[src/rtl/sync_w2r_gray.sv]
// Write-pointer synchroniser for the read side of an async FIFO.
// Brings the Gray-coded write pointer into rclk through STAGES flops, decodes it
// to binary and derives fill level, empty/almost-empty, an advance pulse and
// sticky integrity errors against the local read pointer.
module sync_w2r_gray #(
  parameter int ASIZE         = 4,
  parameter int STAGES        = 2,
  parameter int AEMPTY_THRESH = 1
) (
  input  logic             rclk,
  input  logic             rrst,
  input  logic [ASIZE:0]   wptr_gray,
  input  logic [ASIZE:0]   rptr_bin,
  input  logic             err_clr,
  output logic [ASIZE:0]   rq_wptr_gray,
  output logic [ASIZE:0]   rq_wptr_bin,
  output logic [ASIZE:0]   level,
  output logic             empty,
  output logic             almost_empty,
  output logic             wptr_adv,
  output logic             err_multibit,
  output logic             err_overrun
);

  localparam int PW = ASIZE + 1;
  localparam logic [ASIZE:0] DEPTH     = PW'(2 ** ASIZE);
  localparam logic [ASIZE:0] AE_THRESH = PW'(AEMPTY_THRESH);

  logic [ASIZE:0] sync_q [STAGES];
  logic [ASIZE:0] prev_gray;
  logic           prev_valid;
  logic [ASIZE:0] b;
  logic [ASIZE:0] level_next;
  logic           multibit_hit;
  logic           overrun_hit;

  assign rq_wptr_gray = sync_q[STAGES-1];

  // Gray-to-binary decode of the synchronised pointer, MSB down.
  always_comb begin
    logic acc;
    b   = '0;
    acc = rq_wptr_gray[ASIZE];
    b[ASIZE] = acc;
    for (int unsigned i = ASIZE; i > 0; i--) begin
      acc      = acc ^ rq_wptr_gray[i-1];
      b[i-1]   = acc;
    end
  end

  // Level and error conditions evaluated from this edge's decoded pointer.
  always_comb begin
    level_next   = b - rptr_bin;
    overrun_hit  = (level_next > DEPTH);
    multibit_hit = prev_valid && ($countones(rq_wptr_gray ^ prev_gray) > 1);
  end

  // Synchroniser chain plus registered pointer, level and status outputs.
  always_ff @(posedge rclk) begin
    if (rrst) begin
      for (int unsigned i = 0; i < STAGES; i++) begin
        sync_q[i] <= '0;
      end
      prev_gray    <= '0;
      prev_valid   <= 1'b0;
      rq_wptr_bin  <= '0;
      level        <= '0;
      empty        <= 1'b1;
      almost_empty <= 1'b1;
      wptr_adv     <= 1'b0;
    end else begin
      sync_q[0] <= wptr_gray;
      for (int unsigned i = 1; i < STAGES; i++) begin
        sync_q[i] <= sync_q[i-1];
      end
      prev_gray    <= rq_wptr_gray;
      prev_valid   <= 1'b1;
      rq_wptr_bin  <= b;
      level        <= level_next;
      empty        <= (b == rptr_bin);
      almost_empty <= (level_next <= AE_THRESH);
      wptr_adv     <= (b != rq_wptr_bin);
    end
  end

  // Sticky error flags: a new set condition wins over a simultaneous clear.
  always_ff @(posedge rclk) begin
    if (rrst) begin
      err_multibit <= 1'b0;
      err_overrun  <= 1'b0;
    end else begin
      if (multibit_hit)  err_multibit <= 1'b1;
      else if (err_clr)  err_multibit <= 1'b0;
      if (overrun_hit)   err_overrun  <= 1'b1;
      else if (err_clr)  err_overrun  <= 1'b0;
    end
  end

endmodule

[config.mk]
export PLATFORM = sky130hd
export DESIGN_NAME = sync_w2r_gray
export DESIGN_NICKNAME = d
export VERILOG_FILES = /design/src/rtl/sync_w2r_gray.sv
export SDC_FILE = /design/constraint.sdc
export NUM_CORES = 1
export LEC_CHECK = 0
export CORE_MARGIN = 5
export CORE_UTILIZATION = 40
export DETAILED_ROUTE_END_ITERATION = 10
export GPL_TIMING_DRIVEN = 0
export PLACE_DENSITY_LB_ADDON = 0.1
export SYNTH_ARGS = -nofsm -noshare
export SYNTH_HDL_FRONTEND = slang
export SYNTH_SLANG_ARGS = --single-unit
[constraint.sdc]
create_clock -name rclk -period 6.9 [get_ports rclk]
set_input_delay 1.38 -clock rclk [delete_from_list [all_inputs] [get_ports rclk]]
set_output_delay 1.38 -clock rclk [all_outputs]
set_load 0.005 [all_outputs]
==> impl_metrics.tcl, run 1 <==
set metrics [dict create \
    relSlewSlack_pct 67.1 \
    hpwl_um 1730 \
    start_kind "primary input" \
    startpoint "rptr_bin[1]" \
    grt_pass1_vias 864 \
    p_total_mw 0.470 \
    grt-ovfl-total 0 \
    avgSynthCellArea_um2 10.6 \
    path_class "primary input to flop" \
    synthCells 116 \
    drtIter0Drc 15 \
    regArea_um2 601 \
    end_kind "flop" \
    num_vias 860 \
    mappedNetlistArea_um2 1230 \
    outcome "complete, no violations" \
    r2r_start "sync_q[0][7]$_SDFF_PP0_" \
    syn_to_final_growth_pct 38.6 \
    antenna_found_initial 0 \
    cp_slowest_cell "clkdlybuf4s50_1" \
    drv_slew 0 \
    slowest_delay_ns 0.52 \
    rsz0062_at_grt "false" \
    track_usage_pct 12.3 \
    p_per_area_nw_per_um2 276 \
    p_leak_nw 0.769 \
    clk_pin_slew_ns 0.10 \
    clock_path_buffers 2 \
    wl_per_cell_um 12.0 \
    clk_latency_ns 0.34 \
    tightest_slew_ns 0.494 \
    drc 0 \
    die-area_um2 4270 \
    die_width_um 65.4 \
    io-pin-count 33 \
    synth_seq_area_share_pct 49.0 \
    ant_nets 0 \
    start_util_pct 40.8 \
    synthAdderAreaFrac_pct 8.37 \
    reg2reg_depth 10 \
    drive_above_1_share_pct 11.5 \
    clock_sinks 30 \
    mostFrequentLayoutCell "clkdlybuf4s50_1" \
    synth_top_family_by_area "simple AND/OR/NAND/NOR gates" \
    nNetsFinal 175 \
    ys.warnings.count 0 \
    fin_crit_ns 3.01 \
    coreArea_um2 3000 \
    ctsHtreeMaxLevel 2 \
    max-cap-violations 0 \
    hold_path.class "flop to flop" \
    diodes 0 \
    postCtsSetupBuffers 0 \
    syn-num-nets 136 \
    reg2reg_setup_slack_ns 4.13 \
    yosys.area_share.simple_pct 15.7 \
    finalHoldViolations 0 \
    grt_pass1_wl_um 3800 \
    vdd_drop_max_v 0.000156 \
    post-route-cell-area_um2 1700 \
    cp-endpoint "err_overrun$_SDFFE_PP0P_" \
    setup_viol 0 \
    path_cells "clkdlybuf4s50_1, inv_1, ha_1, nor2b_1, o21a_1, or3_1, a21oi_1, a221oi_1" \
    multi_input_area_um2 542 \
    cts_buffers 5 \
    cts_hold_buf 0 \
    final_cell_mix "clkdlybuf4s50_1, dfxtp_1, nor2b_1" \
    gp_congestion 0.737 \
    placed_area_um2 1590 \
    nFillCells 277 \
    grt_max_degree 11 \
    ys_ff_latch 30 \
    ctsResizeCount 0 \
    crit_required_ns 7.10 \
    final.period_utilization_pct 43.6 \
    viasPerCell 4.55 \
    fin_tns_setup_ns 0 \
    core.rowCount 20 \
    path_max_fanout 2 \
    die_y_um 65.4 \
    synth_compound_area_share_pct 7.35 \
    cp.arrival_ns 3.21 \
    first_pass_iters 3 \
    max_freq_mhz 332 \
    cts_tree "done" \
    skew_ns 0.0117 \
    port-buffer-count 32 \
    synth_mux_area_share_pct 0 \
    wl_um 2270 \
    synth_xor_area_share_pct 12.8 \
    yosysUniqueCellTypes 28 \
    clock-root-buffer "clkbuf_4" \
    r2r_end "err_overrun$_SDFFE_PP0P_" \
]
==> worst max-delay path, delay by kind of cell <==
kind                     cells  cell delay, ns
buffers and inverters        2            0.58
adder cells (fa/ha/maj)      1            0.30
AO/OA/AOI/OAI                3            0.49
AND/OR/NAND/NOR              2            0.45
==> worst min-delay path by stage <==
stage,startpoint,to,slack (ns),cells after the start
floorplan,sync_q[0][0]$_SDFF_PP0_,sync_q[0][5]$_SDFF_PP0_,0.41,1
global placement,sync_q[0][2]$_SDFF_PP0_,sync_q[0][7]$_SDFF_PP0_,0.42,1
detailed placement,sync_q[0][0]$_SDFF_PP0_,sync_q[0][5]$_SDFF_PP0_,0.42,1
CTS,sync_q[0][4]$_SDFF_PP0_,sync_q[0][9]$_SDFF_PP0_,0.44,1
global route,sync_q[0][4]$_SDFF_PP0_,sync_q[0][9]$_SDFF_PP0_,0.45,1
finish,sync_q[0][4]$_SDFF_PP0_,sync_q[0][9]$_SDFF_PP0_,0.44,1
==> synth_stat cells (all sizes together) <==
cell type | n | area share (%)
a211o | 1 | 0.71
a21o | 2 | 1.2
a21oi | 5 | 2.0
a221oi | 1 | 0.71
and2 | 2 | 1.0
and3 | 1 | 0.51
buf | 7 | 4.1
clkbuf | 2 | 0.61
dfxtp | 30 | 49
fa | 2 | 3.3
ha | 5 | 5.1
inv | 7 | 2.1
nand2 | 2 | 0.61
nand2b | 1 | 0.51
nand3 | 2 | 0.82
nor2 | 8 | 2.7
nor2b | 17 | 8.7
nor3 | 1 | 0.41
o21a | 2 | 1.2
o21ai | 2 | 0.82
o31ai | 1 | 0.61
or3 | 1 | 0.51
xnor2 | 4 | 4.4
xnor3 | 1 | 1.9
xor2 | 9 | 6.4
==> logic make-up (layout without fill, tap and decap cells) <==
family / count (synthesis) / after routing
DFF: 30 / 30
adders and majority gates: 7 / 7
AOI/OAI and AO/OA: 14 / 14
and+or+nand+nor: 35 / 35
buffers and inverters: 16 / 56
xor gates and xnor gates: 14 / 14
==> sequential cells by signal, summed over array words and instances (netlist names) <==
register      flops
level             5
empty             1
err_overrun       1
almost_empty      1
wptr_adv          1
sync_q           10
prev_gray         4
err_multibit      1
rq_wptr_bin       5
prev_valid        1
==> where the power goes <==
part / switching, mW / internal (mW)
clock: 0.0635 / 0.123
sequential: 0.00613 / 0.188
combinational: 0.0369 / 0.0528
total: 0.107 / 0.363
==> metrics by stage <==
stage               std cells  hold WS [ns]  util [%]  setup slack [ns]
floorplan                 116         0.414         -              4.22
global placement          181         0.419      52.9              3.58
detailed placement        181         0.424      52.9              3.55
CTS                       189         0.437      56.6              3.91
global route              189         0.450      56.6              3.75
finish                    189         0.436      56.6              3.89
==> cell type report <==
cell class                      instances  share of cell area [%]
Buffer                                  9                    3.39
Clock buffer                            6                    3.02
Clock inverter                          2                    3.53
Inverter                                7                    1.55
Multi-Input combinational cell         70                    31.9
Sequential cell                        30                    35.3
Tap cell                               33                    2.43
Timing Repair Buffer                   32                    18.9
==> routing by layer <==
metal	wire length, um	track usage [%]	part of all wire, %	up-vias
li1	-	-	-	442
met1	978	12.9	43	390
met2	1070	20.0	47	24
met3	195	6.84	8.6	4
met4	28	5.44	1.2	0
met5	0	0	0	-
Note: power is estimated with default switching activity, not from simulation.
==> run 2: changes to the inputs <==
==> constraint.sdc (replaced) <==
create_clock -name rclk -period 2.9 [get_ports rclk]
set_input_delay 0.58 -clock rclk [delete_from_list [all_inputs] [get_ports rclk]]
set_output_delay 0.58 -clock rclk [all_outputs]
set_load 0.005 [all_outputs]
==> run 2 against run 1 <==
  * Register-to-register slack worse by 3.9 ns
  * Global-route usage stayed put
  * Setup slack got worse by 3.7 ns
  * Non-clock buffer count stayed put
  * Combinational power grew 140%
  * Clock power grew 140%
  * Cell count is the same
  * Die area unchanged
  * Critical path depth up 3
  * Sequential power increased by 140%
  * First-iteration DRC count shrank 33%
  * Design area rose by 0.88%
==> impl_metrics.tcl, run 2 (same netlist as run 1, synthesis figures left out) <==
set metrics [dict create \
    largest-register "sync_q" \
    grt_pass1_vias 864 \
    start_util_pct 40.8 \
    outcome "complete, no violations" \
    num_vias 868 \
    crit_family "XOR/XNOR gates" \
    viasPerCell 4.59 \
    final_cell_mix "clkdlybuf4s50_1, dfxtp_1, nor2b_1" \
    setup_viol 0 \
    post-route-cell-area_um2 1710 \
    slowest_delay_ns 0.41 \
    syn_to_final_growth_pct 39.8 \
    cp.arrival_ns 2.94 \
    fin_tns_setup_ns 0 \
    cts_buffers 5 \
    tightest_slew_ns 0.495 \
    io-pin-count 33 \
    core.rowCount 20 \
    fin_util_pct 57.1 \
    grt_max_degree 11 \
    wl_um 2300 \
    max_freq_mhz 371 \
    place_ws_ns 0.141 \
    final.period_utilization_pct 92.8 \
    drc 0 \
    fin_hold_ws_ns 0.435 \
    p_leak_nw 0.775 \
    cp_num_buf_inv 2 \
    rsz0062_at_grt "false" \
    placed_cells 181 \
    die-area_um2 4270 \
    port-buffer-count 32 \
    relSlewSlack_pct 67.0 \
    clk_latency_ns 0.34 \
    nFillCells 271 \
    fin_crit_ns 2.69 \
    skew_ns 0.0142 \
    crit_required_ns 3.15 \
    vdd_drop_max_v 0.000373 \
    hold_path.class "flop to flop" \
    p_per_area_nw_per_um2 656 \
    mostFrequentLayoutCell "clkdlybuf4s50_1" \
    drv_slew 0 \
    clock_path_buffers 2 \
    placed_area_um2 1590 \
    instances_no_fill 189 \
    gp_congestion 0.737 \
    die_y_um 65.4 \
    clock-root-buffer "clkbuf_4" \
    die_width_um 65.4 \
    start_kind "flop" \
    path_cells "buf_2, xnor3_2, xnor2_4, xnor2_2, ha_1, fa_1, inv_1, a21o_1, a21oi_1, xor2_1, a221oi_2" \
    cp_slowest_cell "xnor3_2" \
    fin_ws_ns 0.208 \
    end_kind "flop" \
    first_pass_iters 2 \
    track_usage_pct 12.3 \
    coreArea_um2 3000 \
    ctsHtreeMaxLevel 2 \
    clock_sinks 30 \
    largest_reg_flops 10 \
    nNetsFinal 175 \
    path_class "flop to flop" \
    antenna_found_initial 0 \
    drive_above_1_share_pct 13.5 \
    clk_pin_slew_ns 0.10 \
    p_total_mw 1.12 \
    wl_per_cell_um 12.2 \
    grt_pass1_wl_um 3800 \
    max-cap-violations 0 \
    diodes 0 \
    postCtsSetupBuffers 0 \
    finalHoldViolations 0 \
    drtIter0Drc 10 \
    path_max_fanout 5 \
    grt-ovfl-total 0 \
    ant_nets 0 \
    cts_tree "done" \
    reg_top3 "sync_q: 10 flops, level: 5 flops, rq_wptr_bin: 5 flops" \
    hpwl_um 1730 \
]
-- run 2: cell types whose count changed in the layout (fill, tap and decap cells not counted) --
cell,previous run,this run
xnor2_1,3,2
xnor2_2,0,1
dfxtp_1,30,29
a221oi_2,0,1
dfxtp_2,0,1
a221oi_1,1,0
-- run 2: layout make-up --
type	instances	area [um2]	share of cell area [%]
clock inverter	2	60.1	3.50
sequential	30	602	35.1
multi-input combinational	70	556	32.4
tap	33	41.3	2.41
inverter	7	26.3	1.53
timing repair buffer	32	320	18.7
buffer	9	57.6	3.36
clock buffer	6	51.3	2.99
-- run 2: routing by layer --
metal	track usage, %	routed length (um)	vias up	part of all wire (%)
met5	0	0	-	0
met4	5.44	34	0	1.5
met3	6.84	200	4	8.7
met2	20.0	1120	23	49
met1	12.9	942	396	41
li1	-	-	445	-
-- run 2: report_power, final --
group	switching [mW]	total, mW	internal (mW)
sequential	0.0148	0.461	0.447
clock	0.150	0.442	0.292
combinational	0.0915	0.220	0.129
-- run 2: worst paths after layout --
| check | to | slack, ns | cells after the start | from |
|---|---|---|---|---|
| setup / recovery | err_overrun$_SDFFE_PP0P_ | 0.21 | 11 | sync_q[0][9]$_SDFF_PP0_ |
| hold / removal | sync_q[0][9]$_SDFF_PP0_ | 0.44 | 1 | sync_q[0][4]$_SDFF_PP0_ |
| setup reg to reg | err_overrun$_SDFFE_PP0P_ | 0.21 | 11 | sync_q[0][9]$_SDFF_PP0_ |
| hold reg to reg | sync_q[0][9]$_SDFF_PP0_ | 0.44 | 1 | sync_q[0][4]$_SDFF_PP0_ |
-- run 2: repair_timing --
action,in CTS,in global routing
gates resized for setup,0,3
setup endpoints to repair,0,3
hold buffers,0,0
hold endpoints to repair,0,0
